`src/rtl/alarm_ctrl.sv`:
```
// Alarm clock controller: alarm-time editing, arm/watch, ring with auto-stop and limited snooze.
// All outputs come straight from flops or from a decode of the state register.
module alarm_ctrl #(
  parameter int unsigned RING_SECS   = 60,
  parameter int unsigned SNOOZE_SECS = 300,
  parameter int unsigned MAX_SNOOZE  = 3
) (
  input  logic       clk,
  input  logic       rst,
  input  logic       tick_1hz,
  input  logic       btn_set,
  input  logic       btn_inc,
  input  logic       btn_snooze,
  input  logic       arm,
  input  logic [4:0] cur_hour,
  input  logic [5:0] cur_min,
  input  logic [5:0] cur_sec,
  output logic [4:0] alm_hour,
  output logic [5:0] alm_min,
  output logic [1:0] edit_sel,
  output logic       blink,
  output logic       ringing,
  output logic       led
);

  typedef enum logic [2:0] {
    StIdle, StEditMin, StEditHour, StWatch, StRing, StSnooze
  } state_e;

  localparam logic [8:0] RingLast = 9'(RING_SECS - 1);
  localparam logic [8:0] SnzLast  = 9'(SNOOZE_SECS - 1);
  localparam logic [2:0] SnzMax   = 3'(MAX_SNOOZE);

  state_e     state_q, state_d;
  logic [8:0] sec_q, sec_d;
  logic [2:0] snz_q, snz_d;
  logic [4:0] hour_q, hour_d;
  logic [5:0] min_q, min_d;
  logic       blink_q, blink_d;
  logic       led_q, led_d;
  logic       match;
  logic       in_edit_next;

  // Only the tick of second zero can trigger, so a given alarm time fires once per day.
  assign match = tick_1hz && (cur_hour == hour_q) && (cur_min == min_q) && (cur_sec == 6'd0);

  always_comb begin
    state_d = state_q;
    snz_d   = snz_q;
    hour_d  = hour_q;
    min_d   = min_q;
    unique case (state_q)
      StIdle: begin
        if (btn_set)  state_d = StEditMin;
        else if (arm) state_d = StWatch;
      end
      StEditMin: begin
        if (btn_set)      state_d = StEditHour;
        else if (btn_inc) min_d = (min_q == 6'd59) ? 6'd0 : min_q + 6'd1;
      end
      StEditHour: begin
        if (btn_set)      state_d = StIdle;
        else if (btn_inc) hour_d = (hour_q == 5'd23) ? 5'd0 : hour_q + 5'd1;
      end
      StWatch: begin
        if (!arm)         state_d = StIdle;
        else if (btn_set) state_d = StEditMin;
        else if (match) begin
          state_d = StRing;
          snz_d   = 3'd0;
        end
      end
      StRing: begin
        if (!arm)         state_d = StIdle;
        else if (btn_set) state_d = StWatch;
        else if (btn_snooze && (snz_q < SnzMax)) begin
          state_d = StSnooze;
          snz_d   = snz_q + 3'd1;
        end else if (tick_1hz && (sec_q == RingLast)) state_d = StWatch;
      end
      StSnooze: begin
        if (!arm)                                 state_d = StIdle;
        else if (btn_set)                         state_d = StWatch;
        else if (tick_1hz && (sec_q == SnzLast)) state_d = StRing;
      end
      default: state_d = StIdle;
    endcase

    // Counter restarts on every state change; it simply runs in states that ignore it.
    if (state_d != state_q) sec_d = 9'd0;
    else                    sec_d = tick_1hz ? sec_q + 9'd1 : sec_q;

    in_edit_next = (state_d == StEditMin) || (state_d == StEditHour);
    blink_d = 1'b0;
    if (in_edit_next && (state_d == state_q)) blink_d = blink_q ^ tick_1hz;

    led_d = 1'b0;
    if (state_d == StRing) led_d = (state_q != StRing) ? 1'b1 : (led_q ^ tick_1hz);
  end

  always_ff @(posedge clk or posedge rst) begin
    if (rst) begin
      state_q <= StIdle;
      sec_q   <= 9'd0;
      snz_q   <= 3'd0;
      hour_q  <= 5'd0;
      min_q   <= 6'd0;
      blink_q <= 1'b0;
      led_q   <= 1'b0;
    end else begin
      state_q <= state_d;
      sec_q   <= sec_d;
      snz_q   <= snz_d;
      hour_q  <= hour_d;
      min_q   <= min_d;
      blink_q <= blink_d;
      led_q   <= led_d;
    end
  end

  assign alm_hour = hour_q;
  assign alm_min  = min_q;
  assign blink    = blink_q;
  assign led      = led_q;
  assign ringing  = (state_q == StRing);
  assign edit_sel = (state_q == StEditMin)  ? 2'b01 :
                    (state_q == StEditHour) ? 2'b10 : 2'b00;

endmodule

```
`config.mk`:
```
export PLATFORM = sky130hd
export DESIGN_NAME = alarm_ctrl
export DESIGN_NICKNAME = d
export VERILOG_FILES = /design/src/rtl/alarm_ctrl.sv
export SDC_FILE = /design/constraint.sdc
export NUM_CORES = 1
export LEC_CHECK = 0
export CELL_PAD_IN_SITES_DETAIL_PLACEMENT = 0
export CELL_PAD_IN_SITES_GLOBAL_PLACEMENT = 1
export CORE_AREA = 2 2 55 109
export CTS_CLUSTER_SIZE = 24
export DETAILED_ROUTE_END_ITERATION = 10
export DIE_AREA = 0 0 57 111
export PLACE_DENSITY_LB_ADDON = 0.1
export SETUP_SLACK_MARGIN = 0.3
export SLEW_MARGIN = 20
export SYNTH_ARGS = -nofsm -noshare
export SYNTH_HDL_FRONTEND = slang
export SYNTH_SLANG_ARGS = --single-unit
```
`constraint.sdc`:
```
create_clock -name clk -period 2.4 [get_ports clk]
set_clock_uncertainty 0.2 [all_clocks]
set_input_delay 0.36 -clock clk [delete_from_list [all_inputs] [get_ports clk]]
set_output_delay 0.36 -clock clk [all_outputs]
set_load 0.01 [all_outputs]
```
### Word level (Yosys, flattened, before mapping)

Index checks and enable logic that the tools add are counted.

* equality and inequality tests: 23
* reductions and logical operators: 15
* mux-type cells: 31
* add/subtract/negate cells: 4
* bitwise gates (word level): 3
* $lt $le $gt $ge: 1

Operators with widths (number)
* two-way mux 3 bit: 20
* two-way mux 9 bit: 2
* case mux 3 bit (6 select lines): 1
* inequality test 2 bit, second input constant: 5
* adder 9 x 1 -> 9 bit, second input constant: 1
* equality test 3 x 2 -> 1 bit, second input constant: 3
* equality test 3 bit, second input constant: 3
* equality test 9 x 6 -> 1 bit, second input constant: 1
* equality test 9 bit, second input constant: 1
* logical AND 1 bit: 7
* AND reduction 7 bit: 1
* adder 6 x 1 -> 6 bit, second input constant: 1
* equality test 3 x 1 -> 1 bit, second input constant: 2
* equality test 6 bit: 1
* equality test 6 bit, second input constant: 1
* logical NOT 6 bit: 1
* two-way mux 6 bit: 1
* case mux 3 bit (2 select lines): 1
* AND reduction 3 bit: 2
* adder 5 x 1 -> 5 bit, second input constant: 1
* equality test 5 bit: 1
* equality test 5 bit, second input constant: 1
* two-way mux 5 bit: 1
* two-way mux 2 bit: 2
* 12 further kinds: 16

* input bits: 24
* output and inout port bits: 16
* logic and storage cells: 84
* bits in registers: 28

### Longest topological paths before layout

* depth in word-level cells: 12
* depth in mapped cells: 7

### Least setup slack after synthesis

OpenSTA, ideal clock, no wires.

* path type: reg-to-reg
* start point: register sec_q[2]
* end point: register sec_q[0]
* library setup time: 73 ps
* arrival: 1998 ps
* period minus slack after synthesis: 2271 ps
* slack: 129 ps
* stages on the path, launching flop included: 7
* path buffers: 0
* cell sequence: dfrtp_1 > or3_4 > or4_1 > a2111oi_2 > or2_2 > o221ai_4 > nor2_1

* word-level cells in the longest chain between the ends: 9
* elaborated cells between the ends (all ways): 15
* classes of those cells: eq/ne (3); mux (9); reduce/logical (3)

RTL lines
* start, declared: line 35 `logic [8:0] sec_q, sec_d;`
* start signal, assigned: line 104 `sec_q <= 9'd0;`
* start signal, assigned: line 112 `sec_q <= sec_d;`
* equality test 9 x 6 -> 1 bit: line 79 `end else if (tick_1hz && (sec_q == RingLast)) state_d = StWatch;`
* logical AND 1 bit: line 79
* two-way mux 3 bit: line 79
* two-way mux 3 bit: line 76 `else if (btn_snooze && (snz_q < SnzMax)) begin`
* two-way mux 3 bit: line 75 `else if (btn_set) state_d = StWatch;`
* two-way mux 3 bit: line 74 `if (!arm) state_d = StIdle;`
* case mux 3 bit (6 select lines) *: line 52 `unique case (state_q)`
* inequality test 3 bit *: line 90 `if (state_d != state_q) sec_d = 9'd0;`
* two-way mux 9 bit / nonzero test 2 bit (equally long branches)

Every way passes the cells marked *; elsewhere a longest branch is shown, timed or not.
A chain may end at the register's enable or synchronous reset.

### Final worst setup path

* start point: register sec_q[2]
* end point: register sec_q[6]

* word-level cells in the longest chain between the ends: 9
* elaborated cells between the ends (all ways): 17
* classes of those cells: add/sub (1); eq/ne (3); mux (10); reduce/logical (3)

RTL lines (line)
* equality test 9 x 6 -> 1 bit: 79
* logical AND 1 bit: 79
* two-way mux 3 bit: 79
* two-way mux 3 bit: 76
* two-way mux 3 bit: 75
* two-way mux 3 bit: 74
* case mux 3 bit (6 select lines): 52
* inequality test 3 bit: 90
* two-way mux 9 bit / nonzero test 2 bit (equally long branches)

Several ways; a longest one is shown, not always the timed one. The select of a mux whose other input is x is not followed.

==> out/metrics.cfg <==
[run_status]
outcome=completed

[die]
die_h_um=111
core_area_um2=5560
pin_count=40
num_rows=39
die_w_um=57
dieArea_um2=6330
initial_core_util_pct=32.5

[setup_path]
ff2ff_setup_slack_ps=50
startpoint_type=flop
crit_path_end_kind=flop
critPathRequiredTime_ps=2400
rr_startpoint=sec_q[2]
path_max_fanout=5
cp-startpoint=sec_q[2]
worst-endpoint-arrival_ps=2350
r2r_cells=6
path_class=flop to flop

[cts]
clk_pin_slew_worst_paths_ps=70
htree_levels=1
cts_sinks=28
clk_path_buf_depth=2
cts_root_buffer=clkbuf_16
numCtsBuffers=3
insertion_delay_ps=260
cts_tree=built

[detailed_routing]
wl_met1_mm=2.25
routedWlPerCell_um=14.7
met2_length_mm=2.61
maxUsedRoutingLayer=met4
first_pass_iters=4
dr_wl_met3_um=185
drc=0
ant_nets=0
drtIter0Drc=42
routed_wl_mm=5.08
avgViaCountPerCell=5.20
dr_total_vias=1798

[power]
combPwrFrac_pct=53.6
p_sw_share_pct=36.6
p_sw_mw=0.846
finalPower_mw=2.31
p_clk_share_pct=18.4
seqPwrFrac_pct=28.0
peakVddDrop_uv=564
p_int_mw=1.46
power.density_nw_per_um2=802
leakagePower_nw=1.27

[sta]
period_minus_slack_ps=2350
min_period_over_period_pct=97.9
max_freq_ghz=0.426
rsz0062_at_grt=true
slew_violations=0
worstMarginPinSlew_ps=643
hold_viol=0
maxSlewHeadroom_pct=56.8
finalSetupTns_ps=0
setup-violations-final=0

[final_layout]
drive_above_1_share_pct=31.2
final_core_util_pct=51.8
antennaDiodeCount=0
fillCellCount=551
nNetsFinal=314
synthToLayoutAreaGrowth_pct=59.3
final_area_um2=2880

[yosys]
synth_nets=230
avgSynthCellArea_um2=8.95
synth_edf_count=0
async_flop_share_pct=100
yosysSeqAreaShare_pct=38.8
synth_cell_types=45
syn_area_um2=1810
ys_ff_latch=28
ys_warn_count=0
syn_inst=202
ys.flop_type=dfrtp_1

[min_path]
worstHoldPathType=primary input to asynchronous set/reset pin

[placed_design]
gp_congestion=0.732
place_hpwl_mm=3.53
portBuffers=39
postPlaceCellArea_um2=2570

[grt]
grt_pass1_wl_mm=8.24
grt-ovfl-total=0
antenna_found_initial=0
grt_start_max_net_pins=29
first_global_vias=1782
grt_usage_pct=16.2

[flow_run]
maxCapViolCount=0

per-stage QoR:
step                hold slack (ps)  setup slack (ps)  instances
global route                    309             -38.9        346
finish                          262              49.9        346
floorplan                       225               166        202
CTS                             278              63.3        344
global placement                290              -283        335
detailed placement              295              -384        335
sequential cells by signal, indices dropped and copies added (netlist names):
register  flops
snz_q         3
alm_hour      5
state_q       3
sec_q         9
blink         1
led           1
alm_min       6
power groups by stage:
| stage | sequential (mW) | clock [mW] | combinational (mW) |
|---|---|---|---|
| detailed placement | 0.656 | 0 | 1.09 |
| finish | 0.647 | 0.425 | 1.24 |
| global placement | 0.654 | 0 | 1.09 |
| floorplan | 0.704 | 0 | 0.527 |
| global route | 0.658 | 0.448 | 1.35 |
| CTS | 0.642 | 0.435 | 1.17 |
path summary, 6_finish.rpt:
kind	end
max reg2reg	sec_q[6]
min reg2reg	snz_q[0]
max in group asynchronous	alm_min[4]
min	led
min in group clk	snz_q[0]
max	sec_q[6]
what timing repair did:
| item | in CTS | in global routing |
|---|---|---|
| gates cloned | 1 | 0 |
| endpoints found under the setup margin | 19 | 18 |
| pin swaps | 12 | 21 |
| resized for setup | 23 | 36 |
| hold buffers | 0 | 0 |
| setup buffers | 4 | 2 |
cells by family after synthesis:
group                      after synthesis  share of synthesized area, %
adders and majority gates                4                          2.77
muxes                                    3                          1.73
buffers and inverters                   16                          3.53
DFF                                     28                          38.8
xor gates and xnor gates                22                          10.7
and+or+nand+nor                         92                          27.3
AOI/OAI and AO/OA                       37                          15.2
worst max-delay path, stage by stage (launching register included):
cell	delay, ps
dfrtp_1	380
or3_4	410
or4_4	440
a2111oi_4	320
or2_4	240
o221ai_4	160
nor2_1	140
cell usage in the layout, fill, tap and decap left out, types with 2 or more instances in the layout:
| master | count |
|---|---|
| inv_1 | 7 |
| clkbuf_16 | 3 |
| or2_4 | 2 |
| o21bai_1 | 2 |
| o21ai_2 | 2 |
| nor2_1 | 22 |
| a21o_1 | 2 |
| clkdlybuf4s50_1 | 21 |
| dlymetal6s2s_1 | 8 |
| nor3_1 | 5 |
| a211oi_1 | 2 |
| mux2i_1 | 2 |
| dlygate4sd2_1 | 6 |
| xnor2_2 | 5 |
| dfrtp_1 | 25 |
| nor4_1 | 2 |
| nand4_1 | 10 |
| nand2b_1 | 7 |
| a31oi_1 | 3 |
| o31ai_1 | 2 |
| xor2_1 | 5 |
| nor3b_1 | 2 |
| o21ai_0 | 7 |
| buf_6 | 2 |
| ha_1 | 3 |
| clkbuf_2 | 2 |
| nor4_2 | 3 |
| nand3_1 | 5 |
| buf_4 | 46 |
| nand2_1 | 17 |
| clkdlybuf4s15_1 | 2 |
| a21oi_1 | 4 |
| and3_1 | 2 |
| dfrtp_2 | 3 |
| xnor2_1 | 12 |
Yosys cell counts, types with 2 or more instances:
cell type	count	area, um2
nor3b_1	2	15.0
dfrtp_1	28	701
xnor2_1	17	149
nor3_1	6	30.0
nor2_1	23	86.3
mux2i_1	2	20.0
a211oi_1	2	15.0
o21ai_0	11	55.1
xor2_1	5	43.8
and3_1	2	12.5
a31oi_1	4	25.0
ha_1	4	50.1
a21oi_1	4	20.0
nor2b_1	2	12.5
a2111oi_2	2	30.0
o31ai_1	2	15.0
nand2b_1	7	43.8
o21bai_1	2	15.0
nor4_1	3	18.8
nand3_1	7	35.0
a21o_1	2	15.0
nand2_1	17	63.8
clkbuf_1	8	30.0
nand4_1	10	62.6
or2_2	3	18.8
nor4_2	2	25.0
inv_1	7	26.3
routing by layer:
metal	GRT usage (%)	up-vias
li1	-	897
met1	21.8	852
met2	27.0	47
met3	1.75	2
met4	4.19	0
met5	0	-
final cells by class:
class / instances / area [um2] / share of cell area, %
clock buffer: 4 / 88.8 / 3.08
inverter: 7 / 26.3 / 0.912
multi-input combinational: 159 / 1220 / 42.5
sequential: 28 / 704 / 24.5
tap: 61 / 76.3 / 2.65
timing repair buffer: 87 / 761 / 26.4
Power figures use the tool's default switching activity.
